$ cat src/rtl/rename_pipe_ctrl_pkg.sv
// Shared types and defaults for the decode/rename pipeline controller.
package ctrl_pkg;

    typedef enum logic [1:0] {
        RC_INIT    = 2'd0,
        RC_RUN     = 2'd1,
        RC_FLUSH   = 2'd2,
        RC_RECOVER = 2'd3
    } rename_ctrl_state_t;

    localparam int RC_INIT_CYCLES    = 4;
    localparam int RC_RECOVER_CYCLES = 3;

    // Larger of two integers, used to size the shared phase down-counter.
    function automatic int max_int(input int a, input int b);
        return (a > b) ? a : b;
    endfunction

endpackage

$ cat src/rtl/rename_pipe_ctrl_sat_counter.sv
// Saturating up-counter: counts strobes and sticks at all-ones.
module sat_counter #(
    parameter int W = 32
) (
    input  logic         clk,
    input  logic         rst,
    input  logic         inc,
    output logic [W-1:0] value
);

    // Count on inc, hold once every bit is set; synchronous active-low clear.
    always_ff @(posedge clk) begin
        if (!rst) begin
            value <= '0;
        end else if (inc && (value != {W{1'b1}})) begin
            value <= value + W'(1);
        end
    end

endmodule

$ cat src/rtl/rename_pipe_ctrl.sv
// Pipeline controller for the decode -> decode/rename register -> rename path.
// Sequences free-list init after reset, steady-state back-pressure, and
// multi-cycle squash recovery; keeps saturating stall/recovery counters.
//
// Pause semantics: pipe_pause=1 in a cycle means the decode/rename register
// holds its contents and fetch must not advance in that same cycle; there is
// no ready/valid latency, so a stall and its release both act immediately.
module rename_pipe_ctrl
    import ctrl_pkg::*;
#(
    parameter int INIT_CYCLES    = RC_INIT_CYCLES,
    parameter int RECOVER_CYCLES = RC_RECOVER_CYCLES,
    parameter int PERF_W         = 32
) (
    input  logic               clk,
    input  logic               rst,
    input  logic               rename_allocatable,
    input  logic               dispatch_ready,
    input  logic               recover_req,
    output logic               pipe_pause,
    output logic               pipe_flush,
    output logic               rename_recover,
    output logic               fetch_pause_req,
    output logic               busy,
    output logic [PERF_W-1:0]  stall_cycles,
    output logic [PERF_W-1:0]  recover_count,
    output rename_ctrl_state_t state
);

    localparam int CNT_MAX = max_int(INIT_CYCLES, RECOVER_CYCLES);
    localparam int CNT_W   = $clog2(CNT_MAX) + 1;
    localparam logic [CNT_W-1:0] INIT_LOAD = CNT_W'(INIT_CYCLES - 1);
    localparam logic [CNT_W-1:0] REC_LOAD  = CNT_W'(RECOVER_CYCLES - 1);

    rename_ctrl_state_t state_q, state_d;
    logic [CNT_W-1:0]   cnt_q, cnt_d;
    logic               backpressure;
    logic               stall_inc;
    logic               recover_inc;

    // State and phase counter register; reset re-enters INIT from any state.
    always_ff @(posedge clk) begin
        if (!rst) begin
            state_q <= RC_INIT;
            cnt_q   <= INIT_LOAD;
        end else begin
            state_q <= state_d;
            cnt_q   <= cnt_d;
        end
    end

    // Next-state logic; a fresh squash in RECOVER restarts the flush sequence.
    always_comb begin
        state_d = state_q;
        cnt_d   = cnt_q;
        case (state_q)
            RC_INIT: begin
                // Pipe is empty during init, so squash requests are ignored.
                if (cnt_q == '0) state_d = RC_RUN;
                else             cnt_d   = cnt_q - CNT_W'(1);
            end
            RC_RUN: begin
                if (recover_req) state_d = RC_FLUSH;
            end
            RC_FLUSH: begin
                state_d = RC_RECOVER;
                cnt_d   = REC_LOAD;
            end
            RC_RECOVER: begin
                if (recover_req)       state_d = RC_FLUSH;
                else if (cnt_q == '0)  state_d = RC_RUN;
                else                   cnt_d   = cnt_q - CNT_W'(1);
            end
            default: begin
                state_d = RC_INIT;
                cnt_d   = INIT_LOAD;
            end
        endcase
    end

    assign backpressure    = !rename_allocatable || !dispatch_ready;
    assign pipe_pause      = (state_q != RC_RUN) || backpressure;
    assign fetch_pause_req = pipe_pause;
    assign pipe_flush      = (state_q == RC_FLUSH);
    assign rename_recover  = (state_q == RC_FLUSH);
    assign busy            = (state_q != RC_RUN);
    assign state           = state_q;

    assign stall_inc   = (state_q == RC_RUN) && pipe_pause;
    assign recover_inc = (state_d == RC_FLUSH);

    sat_counter #(.W(PERF_W)) u_stall_cnt (
        .clk   (clk),
        .rst   (rst),
        .inc   (stall_inc),
        .value (stall_cycles)
    );

    sat_counter #(.W(PERF_W)) u_recover_cnt (
        .clk   (clk),
        .rst   (rst),
        .inc   (recover_inc),
        .value (recover_count)
    );

endmodule

$ cat config.mk
export PLATFORM = sky130hd
export DESIGN_NAME = rename_pipe_ctrl
export DESIGN_NICKNAME = d
export VERILOG_FILES = /design/src/rtl/rename_pipe_ctrl_pkg.sv /design/src/rtl/rename_pipe_ctrl_sat_counter.sv /design/src/rtl/rename_pipe_ctrl.sv
export SDC_FILE = /design/constraint.sdc
export NUM_CORES = 1
export LEC_CHECK = 0
export ABC_AREA = 1
export CAP_MARGIN = 20
export CORE_AREA = 8 8 103 95
export CTS_BUF_LIST = sky130_fd_sc_hd__clkbuf_16
export DETAILED_ROUTE_END_ITERATION = 10
export DIE_AREA = 0 0 111 103
export PLACE_DENSITY = 0.87
export SKIP_LAST_GASP = 1
export SLEW_MARGIN = 20
export SYNTH_ARGS = -nofsm -noshare
export SYNTH_HDL_FRONTEND = slang
export SYNTH_HIERARCHICAL = 1
export SYNTH_SLANG_ARGS = --single-unit
$ cat constraint.sdc
create_clock -name clk -period 2.2 [get_ports clk]
set_input_delay 0.33 -clock clk [delete_from_list [all_inputs] [get_ports clk]]
set_output_delay 0.33 -clock clk [all_outputs]
set_load 0.005 [all_outputs]
# Yosys cells after proc, flatten, opt, wreduce, memory -nomap -nowiden
# Index checks and enable logic that the tools add are counted.
totals:
  regBits: 69
  in_bits: 5
op_classes:
  n_mux: 7
  eq_ne: 8
  n_reduce_logical: 11
  n_addsub: 3
ops:
  columns: ["op", "count"]
  rows:
  - ["$add A32 B1 Y32 const B", 2]
  - ["$ne A32 B32 Y1 const B", 2]
  - ["$pmux W3 S3", 1]
  - ["$pmux W2 S4", 1]
  - ["$eq A2 B2 Y1 const B", 3]
  - ["$mux W2", 3]
  - ["$mux W3", 2]
  - ["$logic_and A1 B1 Y1", 3]
  - ["$logic_not A3 Y1", 1]
  - ["$reduce_bool A3 Y1", 1]
  - ["$sub A3 B1 Y3 const B", 1]
  - ["$eq A2 B1 Y1 const B", 1]
  - ["$logic_not A1 Y1", 2]
  - ["$logic_not A2 Y1", 1]
  - ["$logic_or A1 B1 Y1", 2]
  - ["$ne A2 B1 Y1 const B", 1]
  - ["$ne A2 B2 Y1 const B", 1]
  - ["$reduce_and A2 Y1", 1]

# Depth between registers and ports, before layout
# Gate-level depths: netlist of the first run.
depth:
  word_depth: 6
  mapped_depth: 11
  depth_no_buf: 11

# Cells and area by module
# Netlist of the first run, hierarchy kept.
modules_own_cells:
  columns: ["mod", "seq_area_each_um2", "area_each_um2", "cells_per_inst", "n_inst"]
  rows:
  - ["sat_counter", 640.6, 1911.8, 324, 2]
  - ["rename_pipe_ctrl", 100.1, 324.1, 49, 1]

# Worst setup path after synthesis of the first run
# OpenSTA, ideal clock, no wires.
synth_path:
  path_kind: "reg-to-reg"
  from: "register state_q[0] (netlist: state[0])"
  to: "register u_stall_cnt.value[17]"
  path_buffers: 0
  stages_incl_launch_ff: 12
  setup_slack_ps: 380
  setup_time_ps: 115
  arrival_time_ps: 1705
  synth_period_minus_slack_ps: 1820
  path_cell_list: "dfxtp_1 inv_2 nor2_1 inv_1 a21oi_1 inv_1 nor2_1 nand2_1 nor2_1 nand4_1 nand2_1 nor2_1"
synth_between:
  elab_chain_cells: 4
synth_rtl:
  columns: ["element", "line_no", "rtl"]
  rows:
  - ["start: declaration", "rename_pipe_ctrl.sv:35", "rename_ctrl_state_t state_q, state_d;"]
  - ["start signal: assignment", "rename_pipe_ctrl.sv:47", "state_q <= state_d;"]
  - ["$ne A2 B1 Y1", null, null]
  - ["net busy", "rename_pipe_ctrl.sv:24", "output logic busy,"]
  - ["$logic_or A1 B1 Y1", "rename_pipe_ctrl.sv:82", "assign pipe_pause = (state_q != RC_RUN) || backpressure;"]
  - ["$logic_and A1 B1 Y1", "rename_pipe_ctrl.sv:89", "assign stall_inc = (state_q == RC_RUN) && pipe_pause;"]
  - ["net stall_inc", "rename_pipe_ctrl.sv:38", "logic stall_inc;"]
  - ["$logic_and A1 B1 Y1", "rename_pipe_ctrl_sat_counter.sv:15", "end else if (inc && (value != {W{1'b1}})) begin"]
  - ["end signal: assignment", "rename_pipe_ctrl_sat_counter.sv:16", "value <= value + W'(1);"]
  - ["end: declaration", "rename_pipe_ctrl_sat_counter.sv:8", "output logic [W-1:0] value"]
# The timed path passes the listed nets, and every way through them passes these cells.
# A chain may end at the register's enable or synchronous reset.

# Final worst setup path of the first run
layout_path:
  from: "register u_recover_cnt.value[0]"
  to: "register u_recover_cnt.value[11]"
layout_between:
  elab_chain_cells: 2
layout_rtl:
  columns: ["element", "line_no"]
  rows:
  - ["start: declaration", "rename_pipe_ctrl_sat_counter.sv:8"]
  - ["start signal: assignment", "rename_pipe_ctrl_sat_counter.sv:16"]
  - ["parallel branches: the longest is 2 deep, another holds $add A32 B1 Y32", null]
# Parallel ways; which one is timed is not known.

==> results of run 1 <==
[critical path, delay by kind of cell, from the launching register on]
| family | cells | cell delay [ns] |
|---|---|---|
| fa+ha+maj | 1 | 0.25 |
| compound gates | 1 | 0.14 |
| flops | 1 | 0.40 |
| buf+inv | 2 | 0.30 |
| simple gates | 6 | 0.84 |
[cell type report]
type / instances / area share
inverter: 71 / 0.04972
sequential: 69 / 0.2577
clock inverter: 7 / 0.01681
multi-input combinational: 537 / 0.4440
timing repair buffer: 93 / 0.1667
clock buffer: 9 / 0.04202
tap: 99 / 0.02311
[routing by layer]
metal	vias to the layer above	GRT usage	wire, µm
li1	2389	-	-
met1	2233	0.2343	4852
met2	233	0.3640	5719
met3	29	0.06806	1271
met4	0	0.08714	200
met5	-	0	0
[per-stage QoR]
stage                     total power, mW    util  hold slack (ns)  area (µm²)
after floorplan                     1.678       -           0.4145        4148
after global placement              1.858  0.6345           0.4398        5045
after detailed placement            1.888  0.6345           0.4650        5045
after CTS                           3.419  0.6741           0.4781        5360
after global routing                3.539  0.6741           0.4943        5360
final                               3.385  0.6741           0.4735        5360
[flip-flops by register name (all words and copies together), names as in the netlist]
name,cells
cnt_q,3
state,2
u_recover_cnt/value,32
u_stall_cnt/value,32
[final timing paths]
path / end / startpoint / slack [ns]
worst max-delay path: u_recover_cnt/value[11] / u_recover_cnt/value[0] / 0.19
worst max register to register: u_recover_cnt/value[11] / u_recover_cnt/value[0] / 0.19
worst min register to register: cnt_q[1] / cnt_q[1] / 0.47
worst min-delay path: cnt_q[1] / cnt_q[1] / 0.47
[cell usage after synthesis]
cell type | n | area share
nand4_1 | 27 | 0.041
nor2_1 | 156 | 0.14
a31oi_1 | 9 | 0.014
o21ai_2 | 1 | 0.0021
ha_1 | 4 | 0.012
nand2_1 | 197 | 0.18
dfxtp_1 | 69 | 0.33
buf_6 | 4 | 0.011
nor3_1 | 10 | 0.012
and2_1 | 2 | 0.0030
buf_4 | 2 | 0.0036
nand3_2 | 2 | 0.0048
clkbuf_1 | 6 | 0.0054
o211ai_1 | 1 | 0.0018
nor2_4 | 2 | 0.0054
inv_2 | 2 | 0.0018
nor2_2 | 9 | 0.014
inv_1 | 69 | 0.062
buf_1 | 2 | 0.0018
a21oi_1 | 39 | 0.047
nand3_1 | 67 | 0.081
nand2_2 | 9 | 0.014
nand3b_1 | 2 | 0.0036
buf_2 | 6 | 0.0072
[power by group through the flow]
| stage | combinational, mW | clock (mW) | sequential (mW) |
|---|---|---|---|
| 4_1_cts | 0.510 | 1.56 | 1.35 |
| 3_5_place_dp | 0.509 | 0 | 1.38 |
| 6_report | 0.507 | 1.52 | 1.35 |
| 5_1_grt | 0.574 | 1.61 | 1.36 |
| 3_3_place_gp | 0.483 | 0 | 1.37 |
| 2_1_floorplan | 0.306 | 0 | 1.37 |
[logic make-up after synthesis]
group	synth area share
flops	0.3330
compound gates	0.06456
simple gates	0.4971
buf+inv	0.09321
fa+ha+maj	0.01207
==> run summary, run 1 <==
Outcome -> finished, final reports clean
Die area -> 11,430 µm²
Number of port buffers -> 75
# diodes -> 0
Startpoint Class -> flop
Sequential area share after synthesis -> 0.3330
Clock power share -> 0.450
Cell Area, Synth -> 4148 µm²
IO Count -> 76
Post-Route Skew -> 0.008033 ns
Distinct cells, synth -> 24
Worst-path cell chain -> ha_1 > inv_1 > nor2_2 > nand2_2 > nor2_4 > nand2_2 > buf_12 > nand2_2 > nand2_1 > a21oi_1
CTS HTree Levels -> 3
Routability congestion estimate -> 0.9875
Share of cells above drive strength 1 -> 0.07379
First-pass DRT Iterations -> 5
Vias per cell -> 5.519
Crit. End Element -> flop
Slowest CP cell -> dfxtp_1
Worst min path class -> reg2reg
Final slew viol count -> 0
Syn_nets -> 706
Max incr delay on CP -> 0.40 ns
DP Wirelength -> 8925 µm
Grt ovf -> 0
Clk_lat worst skew -> 0.33 ns
Reg area -> 1381 µm²
# setup viols final -> 0
Die Y -> 103 µm
Antenna-violating nets left -> 0
DRC errors left -> 0
Vias in the first global route -> 4,581
CP required -> 2.45 ns
Gate power share -> 0.150
Switching Power -> 880.2 µW
Tot GR Track Use -> 0.2096
# hold bufs at CTS -> 0
Crit path max fanout -> 27
First-pass GRT wire length -> 20,350 µm
Setup Fix Bufs, Post-CTS -> 0
Net Sw Frac -> 0.2600
TritonCTS buffer count -> 9
Worst Path Arrival -> 2.26 ns
Site Rows -> 31
Mean Syn Cell Area -> 5.951 µm²
Post_cts resized -> 0
Std-Cell Core Area -> 7951 µm²
Commonest non-fill, non-tap cell in the layout -> nand2_1
Final hold vios -> 0
Clock Root Buffer -> clkbuf_16
Seq pwr share -> 0.400
Detailed-route via count -> 4,884
WL final -> 12,040 µm
Die W -> 111 µm
Synthesized instance count -> 697
Pwr dens -> 631.6 nW/µm²
Iteration-0 DRC Markers -> 401
Min cycle time layout -> 2.008 ns
Fillers -> 688
Post-synthesis register bit count -> 69
Max-cap violations -> 0
RSZ-0062 raised after global routing -> false
Fmax -> 498.0 MHz
Leak -> 2.056 nW
Final worst-path cycle share -> 0.9127
Setup TNS -> 0 ns
Initial core utilization -> 0.5216
Crit path kind -> reg2reg
Placed Cells -> 869
Worst-margin pin slew -> 0.6656 ns
Yosys warns -> 6
Hold depth -> 2
Longest Clk Path Bufs -> 2
Setup Slack @ Placement -> 0.1510 ns
Largest net degree at the start of global routing -> 37
# nets final -> 790
Clk pin slew, worst setup/hold paths -> 0.05 ns
CTS Sinks -> 69
Area taken by multi-input logic gates -> 2380 µm²
CTS tree -> yes
P&R area growth vs syn -> 29.23%
Pint -> 2.505 mW
Initial antenna violation count -> 0
Finished Layout Cells -> 885
Max-slew headroom -> 0.5562
WL per Instance -> 13.61 µm
Final worst setup slack -> 0.1920 ns
Peak VDD IR -> 0.4002 mV
Most frequent cells in the layout -> nand2_1 (197), nor2_1 (156), clkdlybuf4s50_1 (74)
Crit-path most repeated cell -> nand2_2
Reg2Reg Depth -> 10
Power figures use the tool's default switching activity.
==> inputs of run 2 (changes only) <==
--- a/config.mk
+++ b/config.mk
@@ -7,14 +7,12 @@
 export LEC_CHECK = 0
 export ABC_AREA = 1
 export CAP_MARGIN = 20
-export CORE_AREA = 8 8 103 95
-export CTS_BUF_LIST = sky130_fd_sc_hd__clkbuf_16
+export CORE_AREA = 8 8 106 98
 export DETAILED_ROUTE_END_ITERATION = 10
-export DIE_AREA = 0 0 111 103
+export DIE_AREA = 0 0 114 106
 export PLACE_DENSITY = 0.87
 export SKIP_LAST_GASP = 1
 export SLEW_MARGIN = 20
 export SYNTH_ARGS = -nofsm -noshare
 export SYNTH_HDL_FRONTEND = slang
-export SYNTH_HIERARCHICAL = 1
 export SYNTH_SLANG_ARGS = --single-unit
==> run summary, run 2 <==
Fillers -> 800
Slowest CP cell -> dfxtp_1
Fraction of registers with async set/reset -> 0
WL final -> 12,440 µm
Largest area contributor in the netlist -> dfxtp_1
Max-slew headroom -> 0.7401
Clk pin slew, worst setup/hold paths -> 0.07 ns
# setup viols final -> 0
Final Cell Area -> 5664 µm²
Post-Route Skew -> 0.008879 ns
Vias in the first global route -> 4,400
Worst Path Arrival -> 2.23 ns
Tot GR Track Use -> 0.2075
Initial antenna violation count -> 0
Syn_nets -> 731
# nets final -> 817
Die Y -> 106 µm
Fmax -> 499.4 MHz
Reg area -> 1381 µm²
Top-area cell type share of the netlist area -> 0.3073
P&R area growth vs syn -> 26.03%
CTS HTree Levels -> 3
Min cycle time layout -> 2.002 ns
CTS tree -> yes
Leak -> 1.988 nW
Hold slack -> 0.4722 ns
IO Count -> 76
Sequential area share after synthesis -> 0.3073
RSZ-0062 raised after global routing -> false
Std-Cell Core Area -> 8753 µm²
Clk_lat worst skew -> 0.35 ns
Initial core utilization -> 0.5134
Final slew viol count -> 0
Clock Root Buffer -> clkbuf_8
Area taken by multi-input logic gates -> 2734 µm²
Final worst-path cycle share -> 0.9102
CP required -> 2.43 ns
TritonCTS buffer count -> 9
Finished Layout Cells -> 935
Longest Clk Path Bufs -> 2
Clock power share -> 0.414
Reg-to-Reg Start -> u_stall_cnt.value[1]
Mean Syn Cell Area -> 6.225 µm²
Pint -> 2.251 mW
Yosys warns -> 0
HP Start -> cnt_q[2]
Die area -> 12,080 µm²
Main synth FF type -> dfxtp_1
Placed Cells -> 919
# diodes -> 0
Setup TNS -> 0 ns
DRC errors left -> 0
WL per Instance -> 13.30 µm
Net Sw Frac -> 0.2679
Number of port buffers -> 75
Hold depth -> 2
Distinct cells, synth -> 30
Grt ovf -> 0
Commonest non-fill, non-tap cell in the layout -> nand2_1
Pwr dens -> 542.9 nW/µm²
Seq pwr share -> 0.430
First-pass GRT wire length -> 20,730 µm
Site Rows -> 33
Crit-path leading delay family -> simple AND/OR/NAND/NOR gates
Synthesized instance count -> 722
Worst min path class -> reg2reg
Max-cap violations -> 0
Startpoint Class -> flop
Iteration-0 DRC Markers -> 329
Largest regs -> u_recover_cnt.value x32, u_stall_cnt.value x32, cnt_q x3
# hold bufs at CTS -> 0
Outcome -> finished, final reports clean
Detailed-route via count -> 4,761
Hold Path Sink -> cnt_q[2]
First-pass DRT Iterations -> 5
Antenna-violating nets left -> 0
Total power -> 3.075 mW
Crit path max fanout -> 26
Max incr delay on CP -> 0.40 ns
Cell Area, Synth -> 4494 µm²
Setup Fix Bufs, Post-CTS -> 0
Number of synthesized flops with an enable pin -> 0
Most frequent cells after synthesis -> nand2_1 (254), nor2_1 (135), dfxtp_1 (69)
Most frequent cells in the layout -> nand2_1 (254), nor2_1 (135), clkdlybuf4s50_1 (75)
Crit path kind -> reg2reg
Switching Power -> 823.9 µW
Synth top area cells -> dfxtp_1 (31%), nand2_1 (21%), nor2_1 (11%)
Post_cts resized -> 0
R2R Setup Slk -> 0.20 ns
Largest net degree at the start of global routing -> 27
Worst-path cell chain -> ha_1 > inv_1 > nor2_4 > nand2_4 > nor2_8 > nand2_4 > nand2_4 > inv_4 > nand2_1 > a21oi_2
Worst-margin pin slew -> 0.3885 ns
Vias per cell -> 5.092
Count leader, synth -> nand2_1
Crit. End Element -> flop
Share of cells above drive strength 1 -> 0.1169
DP Wirelength -> 9319 µm
Die W -> 114 µm
Final hold vios -> 0
Post-synthesis register bit count -> 69
Placed inst area -> 5403 µm²
Crit path buf inv count -> 2
RR Endpoint -> u_stall_cnt.value[26]
Gate power share -> 0.156
Peak VDD IR -> 0.3694 mV
Crit-path most repeated cell -> nand2_4
Reg2Reg Depth -> 10
Routability congestion estimate -> 0.9371
CTS Sinks -> 69
[run 2: cell types whose count changed after synthesis, sizes merged, moves of 5 or more]
| cell | previous run | this run |
|---|---|---|
| a21oi | 39 | 46 |
| a31oi | 9 | 1 |
| inv | 71 | 64 |
| nand2 | 206 | 283 |
| nand3 | 69 | 32 |
| nand4 | 27 | 13 |
| nor2 | 167 | 142 |
| nor3 | 10 | 5 |
| o21ai | 1 | 9 |
| xnor2 | 0 | 12 |
| xor2 | 0 | 16 |
[run 2: kinds of logic (layout without fill, tap and decap cells)]
kind of cell	count (synthesis)	count (layout)	synth area share
simple gates	477	477	0.4496
compound gates	60	60	0.08881
flops	69	69	0.3073
buf+inv	84	175	0.08853
fa+ha+maj	4	4	0.01114
xor+xnor	28	28	0.05456
[run 2: how the worst max path moves through the flow]
stage                                       from                       to  slack [ns]  depth (start not counted)
after CTS                 u_recover_cnt.value[0]  u_recover_cnt.value[12]        0.09                         10
after global placement    u_recover_cnt.value[1]  u_recover_cnt.value[12]        0.13                         10
after floorplan             u_stall_cnt.value[0]    u_stall_cnt.value[16]        0.48                         11
final                       u_stall_cnt.value[1]    u_stall_cnt.value[26]        0.20                         10
after detailed placement  u_recover_cnt.value[0]  u_recover_cnt.value[12]        0.09                         10
after global routing      u_recover_cnt.value[1]   u_recover_cnt.value[1]        0.03                         10
[run 2: power groups by stage]
stage                     registers (mW)  logic (mW)  clock network, mW
after CTS                           1.32       0.476               1.29
final                               1.32       0.480               1.27
after global routing                1.33       0.527               1.35
after floorplan                     1.35       0.359                  0
after detailed placement            1.35       0.475                  0
after global placement              1.35       0.468                  0
[run 2: worst register-to-register path: cells and delay by family, from the launching register on]
family | cells | cell delay, ns
buffers and inverters | 2 | 0.29
and+or+nand+nor | 6 | 0.89
adders and majority gates | 1 | 0.26
AOI/OAI and AO/OA | 1 | 0.05
DFF | 1 | 0.40
[run 2: routing by layer]
metal | GRT usage | share of wire | vias to the layer above
met3 | 0.04136 | 0.063 | 26
li1 | - | - | 2411
met2 | 0.3339 | 0.46 | 187
met5 | 0 | 0 | -
met4 | 0.09972 | 0.024 | 0
met1 | 0.2609 | 0.46 | 2137
[run 2: layout make-up]
cell class / count / share of cell area
Multi-Input combinational cell: 569 / 0.4827
Sequential cell: 69 / 0.2439
Timing Repair Buffer: 95 / 0.1613
Inverter: 64 / 0.04285
Tap cell: 122 / 0.02695
Clock buffer: 12 / 0.02562
Clock inverter: 4 / 0.01679
[run 2: stage by stage]
step,utilization,worst slack (ns)
2_1_floorplan,-,0.4767
3_3_place_gp,0.6172,0.1331
3_5_place_dp,0.6172,0.09438
4_1_cts,0.6447,0.08961
5_1_grt,0.6471,0.02527
6_report,0.6471,0.1977
==> RTL change, RTL diff (config.mk and constraints of run 2) <==
The parameter `PERF_W` goes from 32 to 24.
--- a/src/rtl/rename_pipe_ctrl.sv
+++ b/src/rtl/rename_pipe_ctrl.sv
@@ -10,7 +10,7 @@
 #(
     parameter int INIT_CYCLES    = RC_INIT_CYCLES,
     parameter int RECOVER_CYCLES = RC_RECOVER_CYCLES,
-    parameter int PERF_W         = 32
+    parameter int PERF_W         = 24
 ) (
     input  logic               clk,
     input  logic               rst,
Interface: changed (resized recover_count and stall_cycles); port bits go from 76 to 60. No check against the original RTL was run, so the function may have changed too.
==> RTL change against run 2 <==
  * Worst setup slack worse by 0.020 ns
  * Total power shrank 31%
  * Synthesized area is 23% lower
  * Wire length decreased by 29%
  * Final area decreased by 26%
  * Cell count is 25% lower
  * Sequential cell count shrank 16
==> RTL change: results (changes against run 2) <==
[hold_path]
min_from = state[1]
hold_path_class = flip-flop to flip-flop

[timing]
tightest_slew_ns = 0.3851  ; -0.003403 ns
hold_ws_ns = 0.4867  ; +0.01455 ns
clock_skew_ns = 0.009993  ; +0.001114 ns

[finish]
n_antenna_cell = 0  ; unchanged
nets = 588  ; -28%
top_regs = u_recover_cnt.value: 24 flops, u_stall_cnt.value: 24 flops, cnt_q: 3 flops
fillers = 862  ; +7.8%
drive_gt1_share_pct = 15.86  ; +4.2 points

[worst_setup_path]
worstPathArrival_ns = 2.22
cp_top_family = simple AND/OR/NAND/NOR gates
r2r_slack_ns = 0.18  ; -0.02 ns
critPathMaxStageDelay_ns = 0.46  ; +0.06 ns
crit_slowest_cell = dfxtp_1
startpoint = u_stall_cnt.value[0]
crit_fanout = 22  ; -15%

[pwr]
p_leak_uw = 0.001357  ; -32%
irDropWorstVdd_uv = 298.0  ; -19%
p_switching_uw = 691.6  ; -16%

[clock_network]
clk_pin_slew_ns = 0.10  ; +0.03 ns
clockRootBuffer = clkbuf_8
worstSkewPairLatency_ns = 0.30  ; -0.05 ns
htreeDepth = 2  ; -1
cts-resized-gates = 0  ; unchanged
clockBufferDepth = 2  ; unchanged
cts_buffers = 5  ; -4
postCtsSetupRepairBufs = 0  ; unchanged

[logic_synthesis]
netlist_top_cells_count = nand2_1, nor2_1, dfxtp_1
syn_avg_cell_area_sq_um = 6.618  ; +6.3%
synth_area_leaders = dfxtp_1, nand2_1, a21oi_2
yosys.cell_types.count = 28  ; -6.7%
synth.net_count = 531  ; -27%
synthArstFlopShare_pct = 0  ; unchanged
yosysWarningCount = 0  ; unchanged
yosysSeqAreaShare_pct = 30.71  ; about the same

[place]
hpwlAfterDp_um = 6631  ; -29%
gp_congestion = 0.9059  ; -3.3%
post_dp_cell_area_sq_um = 4121  ; -24%
post-place-cells = 694  ; -24%
portBuffers = 59  ; -21%

[route]
viasPerCell = 4.940  ; -3.0%
drt_wl_total_um = 8847  ; -29%
wire_per_inst_um = 12.60  ; -5.3%
drt_iter0_drc = 243  ; -26%
dr.pass1.iters = 4  ; -1

[grt]
grt_max_degree = 45  ; +67%
antenna_found_initial = 0  ; unchanged
grt_pass1_vias = 3351  ; -24%
grt_first_pass_wirelength_um = 15040  ; -27%
grt_usage_pct = 14.82  ; -5.9 points

[run_status]
status = complete, no violations

RTL change: metal layers:
metal  track usage [%]  vias up  part of all wire, %
met4             5.033        0                  1.6
li1                  -     1745                    -
met2             26.51      105                   48
met1             16.42     1604                   42
met5                 0        -                    0
met3             4.306       14                  8.5
RTL change: final cells by class:
type / instances / area, sq um / area share [%]
Sequential cell: 53 / 1061 / 25.22
Inverter: 39 / 146.4 / 3.479
Clock buffer: 6 / 72.57 / 1.725
Clock inverter: 2 / 13.76 / 0.3271
Multi-Input combinational cell: 415 / 2113 / 50.22
Timing Repair Buffer: 65 / 648.1 / 15.40
Tap cell: 122 / 152.6 / 3.628
RTL change: power groups by stage:
| stage | clock, uW | combinational, uW | sequential (uW) |
|---|---|---|---|
| after floorplan | 0 | 398 | 1070 |
| after global placement | 0 | 514 | 1070 |
| after detailed placement | 0 | 537 | 1080 |
| after CTS | 570 | 540 | 1050 |
| after global routing | 614 | 600 | 1060 |
| final | 546 | 537 | 1050 |
RTL change: stage by stage:
step,setup slack (ns),util [%]
final,0.1777,48.07
after global routing,0.0003053,48.07
after floorplan,0.5294,-
after detailed placement,0.2001,47.08
after global placement,0.3087,47.08
after CTS,0.1892,48.07
RTL change: final timing paths:
path                                         endpoint  cells past startpoint
worst max-delay path            u_stall_cnt.value[16]                     10
worst max register to register  u_stall_cnt.value[16]                     10
worst min register to register               state[1]                      2
worst min-delay path                         state[1]                      2
RTL change: cells by family (layout without fill, tap and decap cells):
| family | after synthesis | count (layout) | synth area share (%) |
|---|---|---|---|
| XOR/XNOR | 27 | 27 | 6.845 |
| buffers and inverters | 54 | 112 | 8.113 |
| AND/OR/NAND/NOR | 323 | 323 | 39.73 |
| flip-flops | 53 | 53 | 30.71 |
| AO/OA/AOI/OAI | 61 | 61 | 13.15 |
| adder cells (fa/ha/maj) | 4 | 4 | 1.449 |
RTL change: tightest hold or removal path, cell delays in order, from the launching register on:
cell	delay [ns]
dfxtp_1	0.33
nand2_1	0.06
a21oi_1	0.05
